<file path="src/rtl/align_p2s_stream.sv">
// align_p2s_stream: wide-word to narrow-beat serializer with valid/ready on
// both sides. Slices go out LSB first. A one-word skid buffer (nxt) lets the
// following word queue up while cur is still being sent, so consecutive words
// leave back to back without a gap between them.
module align_p2s_stream #(
  parameter int IDATA_WIDTH = 256,
  parameter int ODATA_BIT   = 64
) (
  input  logic                   clk,
  input  logic                   rst,
  input  logic [IDATA_WIDTH-1:0] idata,
  input  logic                   idata_valid,
  output logic                   idata_ready,
  output logic [ODATA_BIT-1:0]   odata,
  output logic                   odata_valid,
  input  logic                   odata_ready,
  output logic                   odata_last,
  output logic                   busy
);

  localparam int REG_NUM = IDATA_WIDTH / ODATA_BIT;
  localparam int CNT_BIT = $clog2(REG_NUM);
  localparam logic [CNT_BIT-1:0] LAST_CNT = CNT_BIT'(REG_NUM - 1);

  localparam logic [0:0] IDLE = 1'b0;
  localparam logic [0:0] SEND = 1'b1;

  logic [0:0]                            state;
  logic [REG_NUM-1:0][ODATA_BIT-1:0]     cur;
  logic [CNT_BIT-1:0]                    cnt;
  logic [IDATA_WIDTH-1:0]                nxt;
  logic                                  nxt_valid;

  logic in_fire, out_fire, word_done, bypass;

  // Ready comes from registers and rst only, so odata_ready never reaches
  // idata_ready combinationally.
  assign idata_ready = ~rst & ~nxt_valid;
  assign odata_valid = (state == SEND);
  assign odata       = cur[cnt];
  assign odata_last  = odata_valid & (cnt == LAST_CNT);
  assign busy        = (state == SEND) | nxt_valid;

  assign in_fire   = idata_valid & idata_ready;
  assign out_fire  = odata_valid & odata_ready;
  assign word_done = out_fire & (cnt == LAST_CNT);
  // A word arriving as the last beat leaves, with nothing buffered, loads
  // straight into cur instead of passing through nxt.
  assign bypass    = word_done & ~nxt_valid & in_fire;

  // Serializer state: beat counter, current word, skid buffer.
  always_ff @(posedge clk) begin
    if (rst) begin
      state     <= IDLE;
      cnt       <= '0;
      cur       <= '0;
      nxt       <= '0;
      nxt_valid <= 1'b0;
    end else begin
      case (state)
        IDLE: begin
          if (in_fire) begin
            cur   <= idata;
            cnt   <= '0;
            state <= SEND;
          end
        end
        SEND: begin
          if (out_fire) begin
            if (cnt != LAST_CNT) begin
              cnt <= cnt + 1'b1;
            end else if (nxt_valid) begin
              cur       <= nxt;
              nxt_valid <= 1'b0;
              cnt       <= '0;
            end else if (in_fire) begin
              cur <= idata;
              cnt <= '0;
            end else begin
              state <= IDLE;
            end
          end
          if (in_fire && !bypass) begin
            nxt       <= idata;
            nxt_valid <= 1'b1;
          end
        end
        default: state <= IDLE;
      endcase
    end
  end

endmodule
</file>
<file path="config.mk">
export PLATFORM = sky130hd
export DESIGN_NAME = align_p2s_stream
export DESIGN_NICKNAME = d
export VERILOG_FILES = /design/src/rtl/align_p2s_stream.sv
export SDC_FILE = /design/constraint.sdc
export NUM_CORES = 1
export LEC_CHECK = 0
export CAP_MARGIN = 20
export CORE_ASPECT_RATIO = 0.9
export CORE_MARGIN = 10
export CORE_UTILIZATION = 35
export CTS_BUF_LIST = sky130_fd_sc_hd__clkbuf_8
export DETAILED_ROUTE_END_ITERATION = 8
export HOLD_SLACK_MARGIN = 0.08
export PLACE_DENSITY_LB_ADDON = 0.1
export REMOVE_ABC_BUFFERS = 1
export SYNTH_ARGS = -nofsm -noshare
export SYNTH_HDL_FRONTEND = slang
export SYNTH_SLANG_ARGS = --single-unit
</file>
<file path="constraint.sdc">
create_clock -name clk -period 2.9 [get_ports clk]
set_input_delay 0.29 -clock clk [delete_from_list [all_inputs] [get_ports clk]]
set_output_delay 0.29 -clock clk [all_outputs]
set_load 0.01 [all_outputs]
</file>
== Word-level counts from Yosys, hierarchy flattened ==
Cells that the tools add are included.

* $add $sub $neg: 1
* $lt $le $gt $ge: 1
* Equal/unequal tests: 5
* Muxes and demuxes: 20
* Bitwise gates (word level): 11
* Reduce and logical (&&, ||, !) cells: 6

{| class="wikitable"
|+ Operator list
! cell !! count
|-
| two-way mux 256 bit || 4
|-
| case mux 256 bit (2 select lines) || 1
|-
| binary-select mux 64 bit (select 2 bit) || 1
|-
| two-way mux 64 bit || 1
|-
| two-way mux 2 bit || 4
|-
| bitwise AND 1 bit || 7
|-
| two-way mux 1 bit || 7
|-
| inequality test 2 x 1 -> 1 bit, second input constant || 2
|-
| inequality test 2 bit, second input constant || 2
|-
| case mux 2 bit (2 select lines) || 1
|-
| AND reduction 2 bit || 2
|-
| less-than comparator 2 x 3 -> 1 bit, second input constant || 1
|-
| NOT 1 bit || 3
|-
| AND reduction 3 bit || 1
|-
| adder 2 x 1 -> 2 bit, second input constant || 1
|-
| equality test 2 bit, second input constant || 1
|-
| case mux 1 bit (2 select lines) || 1
|-
| nonzero test 2 bit || 1
|-
| logical AND 1 bit || 1
|-
| logical NOT 1 bit || 1
|-
| bitwise OR 1 bit || 1
|}

* Register bits: 516
* Input port bits: 260
* Output and inout port bits: 68
* Logic and storage cells: 52

== Depth between registers and ports, before layout ==
Gate-level depths: netlist of run 1.

* Depth after elaboration: 8
* Depth in mapped cells: 7
* Gate-level depth less buffers: 4

== Least setup slack after synthesis of run 1 ==
No wires, ideal clock.

* Path kind: register to register
* From: register cnt[0]
* To: register nxt[100]
* Library setup time: 0.121 ns
* Arrival: 1.775 ns
* Required time: 2.779 ns
* Setup slack: 1.004 ns
* Cell stages (with the launch flop): 8
* Path buffers: 3
* Period minus slack after synthesis: 1.896 ns
* Cell sequence: dfxtp_1 ha_1 nand2_1 buf_2 nand4_1 clkbuf_1 buf_2 mux2_2

* Word-level cells in the longest chain between the ends: 7

{| class="wikitable"
|+ RTL lines
! item !! line !! text
|-
| from (decl) || 30 || <nowiki>logic [CNT_BIT-1:0] cnt;</nowiki>
|-
| from (signal assigned) || 71 || <nowiki>cnt <= cnt + 1'b1;</nowiki>
|-
| equality test 2 bit || 46 || <nowiki>assign word_done = out_fire & (cnt == LAST_CNT);</nowiki>
|-
| bitwise AND 1 bit || 46 ||
|-
| bitwise AND 1 bit (2 in series) || 49 || <nowiki>assign bypass = word_done & ~nxt_valid & in_fire;</nowiki>
|-
| logical NOT 1 bit || 83 || <nowiki>if (in_fire && !bypass) begin</nowiki>
|-
| logical AND 1 bit || 83 ||
|-
| AND reduction 2 bit (no source line) || - ||
|-
| to (signal assigned) || 84 || <nowiki>nxt <= idata;</nowiki>
|-
| to (decl) || 31 || <nowiki>logic [IDATA_WIDTH-1:0] nxt;</nowiki>
|}

Every way passes these cells.
A chain may end at the register's enable or synchronous reset.

== Final worst setup path of run 1 ==
* From: register cnt[0]
* To: output port odata[8]

* Word-level cells in the longest chain between the ends: 2

{| class="wikitable"
|+ RTL lines
! item !! line !! text
|-
| binary-select mux 64 bit (select 2 bit) || 40 || <nowiki>assign odata = cur[cnt];</nowiki>
|-
| two-way mux 64 bit (implied by the code) || 40 ||
|-
| to (decl) || 14 || <nowiki>output logic [ODATA_BIT-1:0] odata,</nowiki>
|}

Every way passes these cells. The select of a mux whose other input is x is not followed.

==> results of run 1 <==
==> per-stage QoR <==
stage	cells	hold WS, ns	worst slack (ns)
global route	3914	0.167	-0.00548
finish	3915	0.224	0.123
CTS	3908	0.150	-0.0234
floorplan	2396	0.356	-13.33
global placement	3733	0.445	0.442
detailed placement	3733	0.448	0.385
==> worst min-delay path by stage <==
| stage | startpoint | endpoint | slack, ns | depth (start not counted) |
|---|---|---|---|---|
| 2_1_floorplan | rst | cur[100] | 0.36 | 1 |
| 3_3_place_gp | cur[187] | cur[187] | 0.44 | 2 |
| 3_5_place_dp | cur[87] | cur[87] | 0.45 | 2 |
| 4_1_cts | idata[36] | nxt[36] | 0.15 | 2 |
| 5_1_grt | idata[251] | nxt[251] | 0.17 | 2 |
| 6_report | idata[36] | nxt[36] | 0.22 | 2 |
==> metal layers <==
metal | GRT usage, % | vias up | routed length (um)
li1 | - | 9799 | -
met4 | 5.61 | 16 | 1940
met5 | 0 | - | 102
met1 | 23.1 | 10300 | 36800
met2 | 31.0 | 440 | 39300
met3 | 4.43 | 153 | 4220
==> logic make-up after synthesis <==
family / share of synthesized area, %
AO/OA/AOI/OAI: 22.9
adder cells (fa/ha/maj): 0.0478
buffers and inverters: 8.52
flip-flops: 39.5
multiplexers: 16.5
AND/OR/NAND/NOR: 12.6
==> flip-flops by register name (all words and copies together), names as in the netlist <==
signal       cells
nxt            256
odata_valid      1
cur            256
cnt              2
nxt_valid        1
==> synthesized netlist by cell type <==
library cell	instances
o22ai_1	1
buf_1	4
or3b_2	1
nor3b_1	1
nand4_1	1
a311oi_1	1
nand2_1	3
or3b_1	1
nand4bb_1	1
dfxtp_1	516
ha_1	1
a221oi_2	180
nor2b_1	256
nand2b_1	2
o32ai_1	1
inv_1	258
and2_1	257
buf_2	33
o21ai_0	513
a22o_4	1
a21oi_1	3
or2_2	1
buf_6	27
mux4_2	64
a221oi_1	76
clkbuf_1	207
nor2_1	1
mux2_2	256
==> final cells by class <==
type	count	area, um^2
fill	7209	42200
tap	970	1210
inverter	258	968
antenna	7	17.5
sequential	516	10300
timing repair buffer	371	4040
clock inverter	48	273
clock buffer	123	1690
multi-input combinational	1622	13600
==> worst max-delay path, delay by kind of cell, from the launching register on <==
| kind | cells | cell delay (ns) |
|---|---|---|
| buffers and inverters | 2 | 0.81 |
| flip-flops | 1 | 0.39 |
| multiplexers | 1 | 0.57 |
==> where the power goes <==
group	switching [W]	internal, W
Clock	0.00325	0.00397
Combinational	0.00137	0.00131
Sequential	0.000231	0.00756
==> what timing repair did <==
action                                  CTS  global route
hold endpoints to repair                 35             0
endpoints found under the setup margin   47            29
buffers inserted                          2             0
resized for setup                        10            27
hold buffers                              1             0
gates cloned                              1             0
==> impl_metrics.py, run 1 <==
metrics = {
    "run_status": {
        "outcome": "finished, final reports clean",
    },
    "pwr": {
        "p_per_area_mw_per_mm2": 549,
        "leakagePower_nw": 12.3,
        "ir_drop_mv": 0.312,
        "p_total_w": 0.0177,
    },
    "timing": {
        "relSlewSlack_pct": 24.7,
        "drv_slew": 0,
        "max_freq_mhz": 360,
        "setup_tns_ns": 0,
        "tightest_slew_ns": 1.13,
        "hold_violations": 0,
        "finClkSkew_ns": 0.0210,
        "fin_crit_sh_pct": 95.8,
        "rsz0062_at_grt": "yes",
        "period_minus_slack_ns": 2.78,
        "final-setup-viol-count": 0,
    },
    "job": {
        "max_cap_viol_count": 0,
    },
    "worst_setup_path": {
        "cp_slowest_stage_delay_ns": 0.57,
        "cp.required_ns": 2.61,
        "reg2reg_slack_ns": 0.49,
        "cp-startpoint": "cnt[0]",
        "r2r-start": "cnt[1]",
        "critPathCapture": "odata[8]",
        "worstPathCellList": "buf_16 > mux4_2 > clkdlybuf4s50_1",
        "crit_slowest_cell": "mux4_2",
        "r2r_end": "nxt[74]",
        "critPathArrivalTime_ns": 2.49,
        "crit_path_max_fanout": 34,
        "critPathLaunchType": "flop",
        "critical_path_class": "flop to output port",
        "worstRegToRegCells": 7,
        "end_kind": "output port",
    },
    "global_routing": {
        "grt_pass1_wl_mm": 127,
        "antenna_found_initial": 15,
        "grt_overflow": 0,
        "grt_max_degree": 174,
        "grt_util_all_layers_pct": 18.5,
        "grt_pass1_vias": 21700,
    },
    "synth": {
        "yosysTopAreaCell": "dfxtp_1",
        "syn_area_mm2": 0.0262,
        "synth_area_leaders": "dfxtp_1 (39%), mux2_2 (11%), a221oi_2 (10%), o21ai_0 (9.8%), and2_1 (6.1%)",
        "synthCells": 2667,
        "netlist.area_leader.share_pct": 39.5,
        "syn_avg_cell_area_um2": 9.81,
        "synth-seq-area-share_pct": 39.5,
        "ys_ff_latch": 516,
        "synth_cell_type_count": 28,
        "yosysWarningCount": 0,
    },
    "placed_design": {
        "io_buffer_count": 327,
        "dpl.hpwl_mm": 46.3,
        "gp_congestion": 0.729,
        "dpl-instance-area_mm2": 0.0301,
    },
    "floorplan": {
        "die_h_um": 279,
        "core_area_mm2": 0.0744,
        "rows": 95,
        "die_area_mm2": 0.0861,
        "die_x_um": 308,
        "initial_core_util_pct": 35.2,
        "design.portCount": 328,
    },
    "clocking": {
        "cts_buffer_depth": 3,
        "cts_tree": "yes",
        "cts.htree.levels": 3,
        "root_buffer": "clkbuf_8",
        "clkSinkCount": 516,
        "clk_pin_slew_ns": 0.06,
        "numCtsBuffers": 95,
        "insertion_delay_ns": 0.70,
    },
    "final_layout": {
        "final_core_utilization_pct": 43.3,
        "layout-drive-gt1-share_pct": 23.5,
        "area.growth.synth_to_final_pct": 23.0,
        "final_cell_mix": "o21ai_0 (513), dfxtp_1 (512), clkdlybuf4s50_1 (295)",
        "mostFrequentLayoutCell": "o21ai_0",
        "nets": 3125,
        "finalInstanceArea_mm2": 0.0322,
    },
    "detailed_routing": {
        "totalWireLength_mm": 82.4,
        "drc_errors": 0,
        "drtAntennaViolNets": 0,
        "first_iter_violations": 1262,
        "via_per_inst": 5.28,
        "vias": 20700,
        "detailedRoute.firstPassIterationCount": 5,
        "post_drt_wl_per_cell_um": 21.0,
    },
    "worst_hold_path": {
        "hp-class": "primary input to flop",
    },
}
Note: power is estimated with default switching activity, not from simulation.
==> run 2: changes to the inputs <==
--- a/config.mk
+++ b/config.mk
@@ -6,10 +6,12 @@
 export NUM_CORES = 1
 export LEC_CHECK = 0
 export CAP_MARGIN = 20
+export CELL_PAD_IN_SITES_DETAIL_PLACEMENT = 0
+export CELL_PAD_IN_SITES_GLOBAL_PLACEMENT = 1
 export CORE_ASPECT_RATIO = 0.9
 export CORE_MARGIN = 10
-export CORE_UTILIZATION = 35
-export CTS_BUF_LIST = sky130_fd_sc_hd__clkbuf_8
+export CORE_UTILIZATION = 48
+export CTS_BUF_LIST = sky130_fd_sc_hd__clkbuf_2
 export DETAILED_ROUTE_END_ITERATION = 8
 export HOLD_SLACK_MARGIN = 0.08
 export PLACE_DENSITY_LB_ADDON = 0.1
==> run 2 against run 1 <==
  * The run now ends with setup timing left
  * Sequential share of layout area fell by 3.1 points
  * Fmax fell by 9.7%
  * Via count rose by 11%
  * Wire length rose by 2.4%
  * Critical endpoint is now odata[5]
==> impl_metrics.py, run 2 (synthesis gave the netlist of run 1 again) <==
metrics = {
    "detailed_routing": {
        "post_drt_wl_per_cell_um": 20.3,
        "vias": 22900,
        "totalWireLength_mm": 84.4,
        "detailedRoute.firstPassIterationCount": 5,
        "drtAntennaViolNets": 0,
        "drc_errors": 0,
        "first_iter_violations": 1516,
        "via_per_inst": 5.53,
    },
    "placed_design": {
        "post-place-ws_ns": 0.310,
        "io_buffer_count": 327,
        "dpl.hpwl_mm": 43.7,
        "gp_congestion": 0.760,
    },
    "timing": {
        "finClkSkew_ns": 0.114,
        "fin_crit_sh_pct": 106,
        "rsz0062_at_grt": "yes",
        "relSlewSlack_pct": 26.6,
        "setup_tns_ns": -5.13,
        "period_minus_slack_ns": 3.08,
        "final-setup-viol-count": 64,
        "hold_violations": 0,
        "max_freq_mhz": 325,
        "layout_setup_ws_ns": -0.176,
        "tightest_slew_ns": 1.10,
        "drv_slew": 0,
    },
    "clocking": {
        "clkSinkCount": 516,
        "numCtsBuffers": 142,
        "cts_tree": "yes",
        "insertion_delay_ns": 1.34,
        "root_buffer": "clkbuf_2",
        "cts.htree.levels": 4,
        "cts_buffer_depth": 3,
        "clk_pin_slew_ns": 0.13,
    },
    "floorplan": {
        "die_area_mm2": 0.0643,
        "die_h_um": 242,
        "core_area_mm2": 0.0541,
        "rows": 81,
        "initial_core_util_pct": 48.4,
        "design.portCount": 328,
        "die_x_um": 266,
    },
    "global_routing": {
        "grt_pass1_vias": 23700,
        "grt_pass1_wl_mm": 133,
        "gr-usage-met3_pct": 5.51,
        "grt_busiest_layer": "met2",
        "use_met1_pct": 32.5,
        "grt_max_degree": 182,
        "antenna_found_initial": 11,
        "grt_util_all_layers_pct": 25.7,
        "grt.met2_usage_pct": 42.2,
        "grt_overflow": 0,
    },
    "worst_setup_path": {
        "reg2reg_slack_ns": 0.26,
        "r2r_end": "cur[42]",
        "r2r-start": "cnt[0]",
        "critPathLaunchType": "flop",
        "crit_path_max_fanout": 7,
        "worstRegToRegCells": 9,
        "path_buf_inv": 3,
        "worstPathCellList": "buf_12 > buf_6 > mux4_2 > buf_6",
        "critical_path_class": "flop to output port",
        "critPathTopFamily": "multiplexers",
        "end_kind": "output port",
        "cpMostUsedCell": "buf_6",
        "crit_slowest_cell": "mux4_2",
        "critPathArrivalTime_ns": 2.79,
        "cp_slowest_stage_delay_ns": 0.56,
        "cp.required_ns": 2.61,
    },
    "run_status": {
        "outcome": "finished, violations left",
        "violations": "setup timing",
    },
    "final_layout": {
        "nets": 3587,
        "seq_area_mm2": 0.0103,
        "multi_input_area_mm2": 0.0136,
        "mostFrequentLayoutCell": "o21ai_0",
        "final.fill_count": 4377,
        "area.growth.synth_to_final_pct": 36.0,
        "reg_top3": "cur x256, nxt x256, cnt x2",
        "final_cell_mix": "o21ai_0 (513), dfxtp_1 (512), dlygate4sd3_1 (360)",
        "layout-drive-gt1-share_pct": 26.3,
    },
    "pwr": {
        "p_per_area_mw_per_mm2": 457,
        "power_frac_comb_pct": 20.1,
        "p_int_w": 0.0113,
        "pwr-share-seq_pct": 47.8,
        "pwr-share-clk_pct": 32.2,
        "netSwitchingFraction_pct": 30.3,
        "power_switching_w": 0.00494,
        "ir_drop_mv": 0.317,
        "leakagePower_nw": 13.8,
    },
    "job": {
        "max_cap_viol_count": 0,
    },
    "worst_hold_path": {
        "holdCritStartpoint": "idata[155]",
        "min_to": "nxt[155]",
        "min_path_cells": 3,
        "hp-class": "primary input to flop",
    },
}
-- run 2: changes by cell type in the layout (fill, tap and decap cells not counted), moves of 34 or more --
cell and change:
inv_1 -34, dlygate4sd3_1 +359, clkbuf_2 +215, clkbuf_8 -123
buf_6 +75, clkdlybuf4s50_1 -37
-- run 2: worst max-delay path by stage --
stage | startpoint | to | depth (start not counted)
3_5_place_dp | idata_valid | cur[179] | 5
2_1_floorplan | cnt[1] | nxt[0] | 4
5_1_grt | cnt[1] | odata[21] | 4
4_1_cts | cnt[1] | odata[39] | 4
6_report | cnt[0] | odata[5] | 4
3_3_place_gp | idata_valid | cur[61] | 5
-- run 2: metrics by stage --
stage	hold WS, ns	instances	area (um^2)	power, W	utilization [%]
5_1_grt	0.0991	4143	35600	0.0171	65.8
2_1_floorplan	0.356	2396	24900	0.00947	-
4_1_cts	0.0800	4129	35500	0.0164	65.5
3_5_place_dp	0.450	3474	29800	0.0106	55.0
6_report	0.189	4147	35600	0.0163	65.8
3_3_place_gp	0.443	3474	29800	0.0105	55.0
-- run 2: worst register-to-register path: cells and delay by family (launching register included) --
kind | cells | cell delay [ns]
buf+inv | 5 | 0.96
compound gates | 2 | 0.85
flops | 1 | 0.41
fa+ha+maj | 1 | 0.16
simple gates | 1 | 0.10
-- run 2: layout make-up --
class	instances	share of cell area, %
inverters	258	2.72
diodes	11	0.0773
clock buffers	215	3.02
flip-flops and latches	516	29.1
clock inverters	34	0.446
repair buffers	786	23.9
multi-input cells	1622	38.3
well taps	705	2.48
-- run 2: per-layer routing --
layer / up-vias / share of wire, %
met4: 6 / 2.4
met5: - / 0.040
met3: 158 / 5.4
met1: 11300 / 44
met2: 613 / 48
li1: 10800 / -
-- run 2: timing repair --
action / 4_1_cts / 5_1_grt
buffers inserted: 35 / 10
pin swaps: 0 / 1
endpoints found under the setup margin: 68 / 65
hold buffers: 360 / 0
endpoints found under the hold margin: 516 / 0
gates cloned: 11 / 0
gates resized for setup: 370 / 17
-- run 2: power by group through the flow --
| stage | logic [W] | clock network (W) | registers [W] |
|---|---|---|---|
| CTS | 0.00324 | 0.00539 | 0.00777 |
| global placement | 0.00261 | 0 | 0.00792 |
| global route | 0.00351 | 0.00577 | 0.00782 |
| finish | 0.00326 | 0.00524 | 0.00777 |
| detailed placement | 0.00267 | 0 | 0.00794 |
| floorplan | 0.00153 | 0 | 0.00794 |
